$ cat src/rtl/seq_detector_param_if.sv
// Stream/config/result bundle for seq_detector_param; master drives the bit stream
// and configuration, slave returns the match flag and saturating match count.
interface seq_detector_param_if #(
  parameter int PAT_W = 4,
  parameter int CNT_W = 8
);
  logic             en;
  logic             x;
  logic             load;
  logic [PAT_W-1:0] pattern_in;
  logic             overlap_in;
  logic             mealy_in;
  logic             z;
  logic [CNT_W-1:0] match_count;

  modport master (
    output en, x, load, pattern_in, overlap_in, mealy_in,
    input  z, match_count
  );

  modport slave (
    input  en, x, load, pattern_in, overlap_in, mealy_in,
    output z, match_count
  );
endinterface

$ cat src/rtl/seq_detector_param.sv
// Serial pattern detector: Mealy z is same-cycle, Moore z one cycle later; no backpressure,
// a bit is consumed whenever en=1 and load=0, and load always wins over the stream.
module seq_detector_param #(
  parameter int PAT_W = 4,
  parameter int CNT_W = 8
) (
  input logic                clock,
  input logic                reset,
  seq_detector_param_if.slave sd_if
);
  localparam int               FILL_W  = $clog2(PAT_W + 1);
  localparam logic [PAT_W-1:0] PAT_RST = PAT_W'(4'b1001);
  localparam logic [CNT_W-1:0] CNT_MAX = {CNT_W{1'b1}};
  localparam logic [FILL_W-1:0] FILL_FULL = FILL_W'(PAT_W);
  localparam logic [FILL_W-1:0] FILL_ARM  = FILL_W'(PAT_W - 1);

  logic [PAT_W-1:0]  r_pattern;
  logic              r_overlap;
  logic              r_mealy;
  logic [PAT_W-1:0]  r_window;
  logic [FILL_W-1:0] r_fill;
  logic [CNT_W-1:0]  r_count;
  logic              r_z;

  logic              w_accept;
  logic              w_match;
  logic [PAT_W-1:0]  w_window_nxt;
  logic [FILL_W-1:0] w_fill_nxt;
  logic [CNT_W-1:0]  w_count_nxt;
  logic              w_z_nxt;

  always_ff @(posedge clock or posedge reset) begin
    if (reset) begin
      r_pattern <= PAT_RST;
      r_overlap <= 1'b1;
      r_mealy   <= 1'b0;
    end else if (sd_if.load) begin
      r_pattern <= sd_if.pattern_in;
      r_overlap <= sd_if.overlap_in;
      r_mealy   <= sd_if.mealy_in;
    end
  end

  always_comb begin
    w_accept     = sd_if.en && !sd_if.load;
    w_match      = w_accept && (r_fill >= FILL_ARM) &&
                   ({r_window[PAT_W-2:0], sd_if.x} == r_pattern);
    w_window_nxt = r_window;
    w_fill_nxt   = r_fill;
    w_count_nxt  = r_count;
    w_z_nxt      = w_match;

    if (sd_if.load) begin
      w_window_nxt = '0;
      w_fill_nxt   = '0;
      w_count_nxt  = '0;
      w_z_nxt      = 1'b0;
    end else begin
      if (w_match && (r_count != CNT_MAX))
        w_count_nxt = r_count + 1'b1;
      if (w_accept) begin
        // Non-overlapping: a hit consumes its bits, so the next match starts from scratch.
        if (w_match && !r_overlap) begin
          w_window_nxt = '0;
          w_fill_nxt   = '0;
        end else begin
          w_window_nxt = {r_window[PAT_W-2:0], sd_if.x};
          if (r_fill != FILL_FULL)
            w_fill_nxt = r_fill + 1'b1;
        end
      end
    end
  end

  always_ff @(posedge clock or posedge reset) begin
    if (reset) begin
      r_window <= '0;
      r_fill   <= '0;
      r_count  <= '0;
      r_z      <= 1'b0;
    end else begin
      r_window <= w_window_nxt;
      r_fill   <= w_fill_nxt;
      r_count  <= w_count_nxt;
      r_z      <= w_z_nxt;
    end
  end

  assign sd_if.z           = r_mealy ? w_match : r_z;
  assign sd_if.match_count = r_count;
endmodule

$ cat src/flat_wrapper.sv
// flat-port wrapper written by rule: the top's interface ports become plain ports
module seq_detector_param_flat 
#(
  parameter int PAT_W = 4,
  parameter int CNT_W = 8
)
  (clock, reset, sd_if_en, sd_if_x, sd_if_load, sd_if_pattern_in, sd_if_overlap_in, sd_if_mealy_in, sd_if_z, sd_if_match_count);
  seq_detector_param_if #(.PAT_W(PAT_W), .CNT_W(CNT_W)) sd_if_i ();
  input logic clock;
  input logic reset;
  input wire logic [$bits(sd_if_i.en)-1:0] sd_if_en;
  input wire logic [$bits(sd_if_i.x)-1:0] sd_if_x;
  input wire logic [$bits(sd_if_i.load)-1:0] sd_if_load;
  input wire logic [$bits(sd_if_i.pattern_in)-1:0] sd_if_pattern_in;
  input wire logic [$bits(sd_if_i.overlap_in)-1:0] sd_if_overlap_in;
  input wire logic [$bits(sd_if_i.mealy_in)-1:0] sd_if_mealy_in;
  output wire logic [$bits(sd_if_i.z)-1:0] sd_if_z;
  output wire logic [$bits(sd_if_i.match_count)-1:0] sd_if_match_count;
  assign sd_if_i.en = sd_if_en;
  assign sd_if_i.x = sd_if_x;
  assign sd_if_i.load = sd_if_load;
  assign sd_if_i.pattern_in = sd_if_pattern_in;
  assign sd_if_i.overlap_in = sd_if_overlap_in;
  assign sd_if_i.mealy_in = sd_if_mealy_in;
  assign sd_if_z = sd_if_i.z;
  assign sd_if_match_count = sd_if_i.match_count;
  seq_detector_param #(.PAT_W(PAT_W), .CNT_W(CNT_W)) u_core (.clock(clock), .reset(reset), .sd_if(sd_if_i));
endmodule
$ cat config.mk
export PLATFORM = sky130hd
export DESIGN_NAME = seq_detector_param_flat
export DESIGN_NICKNAME = d
export VERILOG_FILES = /design/src/rtl/seq_detector_param_if.sv /design/src/rtl/seq_detector_param.sv /design/src/flat_wrapper.sv
export SDC_FILE = /design/constraint.sdc
export NUM_CORES = 1
export LEC_CHECK = 0
export BUFFER_PORTS_ARGS = -buffer_cell sky130_fd_sc_hd__clkbuf_2
export CAP_MARGIN = 20
export CORE_AREA = 2 2 50 52
export CTS_CLUSTER_SIZE = 8
export DETAILED_ROUTE_END_ITERATION = 8
export DIE_AREA = 0 0 52 54
export PLACE_DENSITY = 0.81
export SLEW_MARGIN = 30
export SYNTH_ARGS = -nofsm -noshare
export SYNTH_HDL_FRONTEND = slang
export SYNTH_SLANG_ARGS = --single-unit
$ cat constraint.sdc
create_clock -name clock -period 4.7 [get_ports clock]
set_clock_uncertainty 0.2 [all_clocks]
set_input_delay 0.705 -clock clock [delete_from_list [all_inputs] [get_ports clock]]
set_output_delay 0.705 -clock clock [all_outputs]
set_load 0.1 [all_outputs]
-- Word level (Yosys, flattened, before mapping)
Cells that the tools add are included.
- register bits: 21
- bits in latches: 0
- bits in writable memories: 0
- bits in read-only memories: 0
- output and inout bits: 9
- word-level logic and storage cells: 35
- memories kept: 0
- add/sub/neg operators: 2
- $mul: 0
- div/mod/pow operators: 0
- order comparisons: 1
- equality and inequality tests: 3
- shift-type cells: 0
- muxes and demuxes: 11
- bitwise operators: 0
- reduce and logical (&&, ||, !) cells: 11
- operators with widths (operator ; number):
    $mux W3 ; 7
    $mux W8 ; 2
    $add A8 B1 Y8 const B ; 1
    $ne A8 B8 Y1 const B ; 1
    $logic_and A1 B1 Y1 ; 5
    $eq A4 B4 Y1 ; 1
    $reduce_bool A2 Y1 ; 2
    $add A3 B1 Y3 const B ; 1
    $ge A3 B2 Y1 const B ; 1
    $ne A3 B3 Y1 const B ; 1
    $reduce_bool A3 Y1 ; 1
    $logic_not A1 Y1 ; 2
    $mux W1 ; 2
    $reduce_and A2 Y1 ; 1

-- Logic depth before layout (Yosys ltp)
- depth in word-level cells: 8
- gate-level depth with buffers: 7

-- Worst setup path before layout
OpenSTA, ideal clock, no wires.
- kind: in2out
- from: input sd_if_load
- to: output sd_if_z
- arrival time: 1.846 ns
- required time: 3.795 ns
- slack: 1.949 ns
- stages: 5
- path buffers: 1
- cells stage by stage: and2b_2 > nand4_4 > buf_2 > nor2_1 > mux2_2
- cells in the longest elaborated chain, start to end: 5
- ends and longest elaborated chain (element ; RTL line ; source):
    from (decl) ; flat_wrapper.sv:13 ; input wire logic [$bits(sd_if_i.load)-1:0] sd_if_load;
    $logic_not A1 Y1 ; seq_detector_param.sv:45 ; w_accept = sd_if.en && !sd_if.load;
    $logic_and A1 B1 Y1 ; seq_detector_param.sv:45 ;
    $logic_and A1 B1 Y1 (2 in a row) ; seq_detector_param.sv:46 ; w_match = w_accept && (r_fill >= FILL_ARM) &&
    $mux W1 ; seq_detector_param.sv:89 ; assign sd_if.z = r_mealy ? w_match : r_z;
    to (decl) ; flat_wrapper.sv:17 ; output wire logic [$bits(sd_if_i.z)-1:0] sd_if_z;
No other way between the ends.

-- Worst setup path in the final report
Same ends and word-level chain as after synthesis.

==> summary.txt <==
Outcome
  • Status: completed

Setup path
  • CP Cell Sequence: clkbuf_2, and2b_2, nand4_4, nor2_1, mux2_2, clkbuf_2
  • Worst reg2reg path startpoint: u_core.r_fill[0]
  • Worst EP arrival: 2.40 ns
  • WS Path Type: input pin to output pin
  • CP required: 3.80 ns
  • Critical path origin: sd_if_load
  • Critical path peak fanout: 24
  • CP most frequent cell: clkbuf_2
  • Crit-path slowest cell: clkbuf_2
  • Critical Path Source Type: input pin
  • Largest stage delay, worst path: 0.44 ns
  • Crit path capture type: output pin

Clock network
  • # hold bufs at CTS: 0
  • Cts bufs inserted: 3
  • CTS sink count: 21
  • Clock Latency Late Sink: around 0.30 ns
  • Root buffer cell: clkbuf_4
  • CTS clock-pin slew for the worst setup and hold paths: 0.11 ns
  • Clk buf depth: 2
  • Post-CTS Resized: 0
  • H-tree depth: 1
  • Setup bufs post-CTS: 0
  • CTS tree: done

Routing
  • Vias: 934
  • Antenna Violating Nets Remaining: 0
  • DRC: 0
  • Initial DRT Pass Iterations: 4
  • Initial DRC count: 13
  • Post-Route WL: 2243 um
  • Routed wire per std cell: 14.02 um
  • Vias per Instance: 5.838

Power and ir drop
  • Pwr/cell area: roughly 260 nW/um2
  • P_leak: about 0.57 nW
  • Peak VDD IR: 0.0002038 V

Timing
  • Post-layout min period: 3.307 ns
  • Relative slew slack: 0.4752
  • TNS Setup: 0 ns
  • Worst-margin pin slew: 0.7864 ns
  • Period Utilization, post-route: 0.7037
  • Setup Viol. Count Final: 0
  • Final worst slack: about 1.4 ns
  • Slew Viols, Final: 0
  • RSZ-0062 raised after global routing: no
  • Fmax: 302.4 MHz
  • Hold Fails Final Rpt: 0

Final layout
  • Share of layout cells above drive strength 1: 0.3000
  • Net count reported at finish: 146
  • Filler instances: 200
  • Register Area: 529.3 um2
  • Synth-to-Final Area Change: 12.11%
  • Most frequent cells in the layout: clkbuf_2 (19), dfrtp_1 (18), a21oi_1 (10)
  • Fin cells: 160
  • Multi-input gate area: 598.1 um2
  • Commonest non-fill, non-tap cell in the layout: clkbuf_2
  • Design area: ~1300 um2
  • Diode count: 0

Synthesis
  • Syn_nets: 126
  • Asr flop ratio synth: 1.000
  • #FFs+latches synth: 21
  • Syn. warnings: 0
  • Unique masters post-synth: 32
  • Avg Cell Area, Syn: 10.52 um2
  • Post-Syn Area: between 1000 and 1500 um2
  • Post-synth EDFFs: 0
  • Post-synthesis sequential area ratio: 0.4534
  • Synth Instances: 111
  • Prevailing post-synth register cell: dfrtp_1

Worst hold path
  • Hold WC Path Type: input pin to asynchronous set/reset pin

GRT
  • Vias in the first global route: around 900
  • First-pass GRT wire length: 3746 um
  • Initial antenna violation count: 0
  • Pin count of the biggest net entering global routing: 25
  • Total track usage: 0.1813
  • Total congestion overflow: 0

Placement
  • Post-DP Area: 1282 um2
  • Detailed placement HPWL: roughly 1600 um
  • Port bufs: 19
  • Gpl congestion: 0.8424
  • # placed instances: 156
  • Pre-CTS WS: ~1.4 ns

Flow run
  • Number of max-cap violations: 0

Floorplanning
  • Die height: around 54 um
  • Num ports: 20
  • Initial Utilization: 0.5032
  • Die Area: around 2800 um2
  • Area of the core: 2320 um2
  • Die X: 52 um
  • Rows: 18
[metal layers]
layer  vias to the layer above  GRT usage  wire length (um)
met5                         -          0                 0
met4                         0     0.1053                42
met3                         5    0.02222                63
met2                        19     0.3038              1156
met1                       454     0.2264               981
li1                        456          -                 -
[where the power goes]
part           total (mW)  internal (mW)  switching (mW)  leakage [nW]
registers           0.201          0.192         0.00959         0.274
clock network      0.0859         0.0332          0.0528        0.0150
logic              0.0533         0.0225          0.0308         0.279
[worst paths after layout]
path / endpoint / slack [ns] / cells after the start
setup / recovery: sd_if_z / 1.39 / 6
hold / removal: u_core.sd_if.match_count[1] / 0.31 / 2
setup reg to reg: u_core.sd_if.match_count[7] / 2.43 / 6
hold reg to reg: u_core.r_mealy / 0.34 / 1
max in group asynchronous: u_core.sd_if.match_count[2] / 3.50 / 2
min in group clock: u_core.r_mealy / 0.34 / 1
[cell usage after synthesis (3+ instances only)]
library cell | count | area [um2]
mux2_2 | 9 | 101.4
nor4_1 | 3 | 18.77
nand2_1 | 9 | 33.78
inv_1 | 6 | 22.52
xnor2_2 | 3 | 48.80
nor2_1 | 4 | 15.01
nand3_1 | 6 | 30.03
dfrtp_1 | 18 | 450.4
a21oi_1 | 10 | 50.05
ha_1 | 4 | 50.05
or4_1 | 3 | 22.52
dfstp_2 | 3 | 78.83
o311ai_0 | 3 | 26.28
o31ai_1 | 5 | 37.54
o21ai_0 | 3 | 15.01
[cell families after synthesis]
group	count (synthesis)	share of synthesized area
AND/OR/NAND/NOR	36	0.1790
AO/OA/AOI/OAI	27	0.1543
flip-flops	21	0.4534
buffers and inverters	10	0.03430
multiplexers	9	0.08682
XOR/XNOR	4	0.04931
adder cells (fa/ha/maj)	4	0.04287
[worst max-delay path: cells and delay by family]
| kind | cells | cell delay [ns] |
|---|---|---|
| buf+inv | 2 | 0.74 |
| mux | 1 | 0.16 |
| simple gates | 3 | 0.77 |
[flip-flops by register name, indices dropped and copies added (netlist names)]
register,flops
u_core.r_window,3
u_core.r_mealy,1
u_core.r_z,1
u_core.r_fill,3
u_core.sd_if.match_count,8
u_core.r_overlap,1
u_core.r_pattern,4
[layout make-up]
cell class / instances / share of cell area
inverters: 6 / 0.01721
flip-flops and latches: 21 / 0.4044
clock buffers: 4 / 0.02008
well taps: 30 / 0.02868
multi-input cells: 80 / 0.4570
repair buffers: 19 / 0.07266
[stage by stage]
| step | hold WS (ns) | power, mW | util |
|---|---|---|---|
| after global placement | 0.3022 | 0.2539 | 0.5529 |
| after CTS | 0.3271 | 0.3441 | 0.5642 |
| final | 0.3059 | 0.3404 | 0.5642 |
| after global routing | 0.3645 | 0.3557 | 0.5642 |
| after detailed placement | 0.3248 | 0.2581 | 0.5529 |
| after floorplan | 0.2898 | 0.2431 | - |
(Power assumes the default switching activity.)
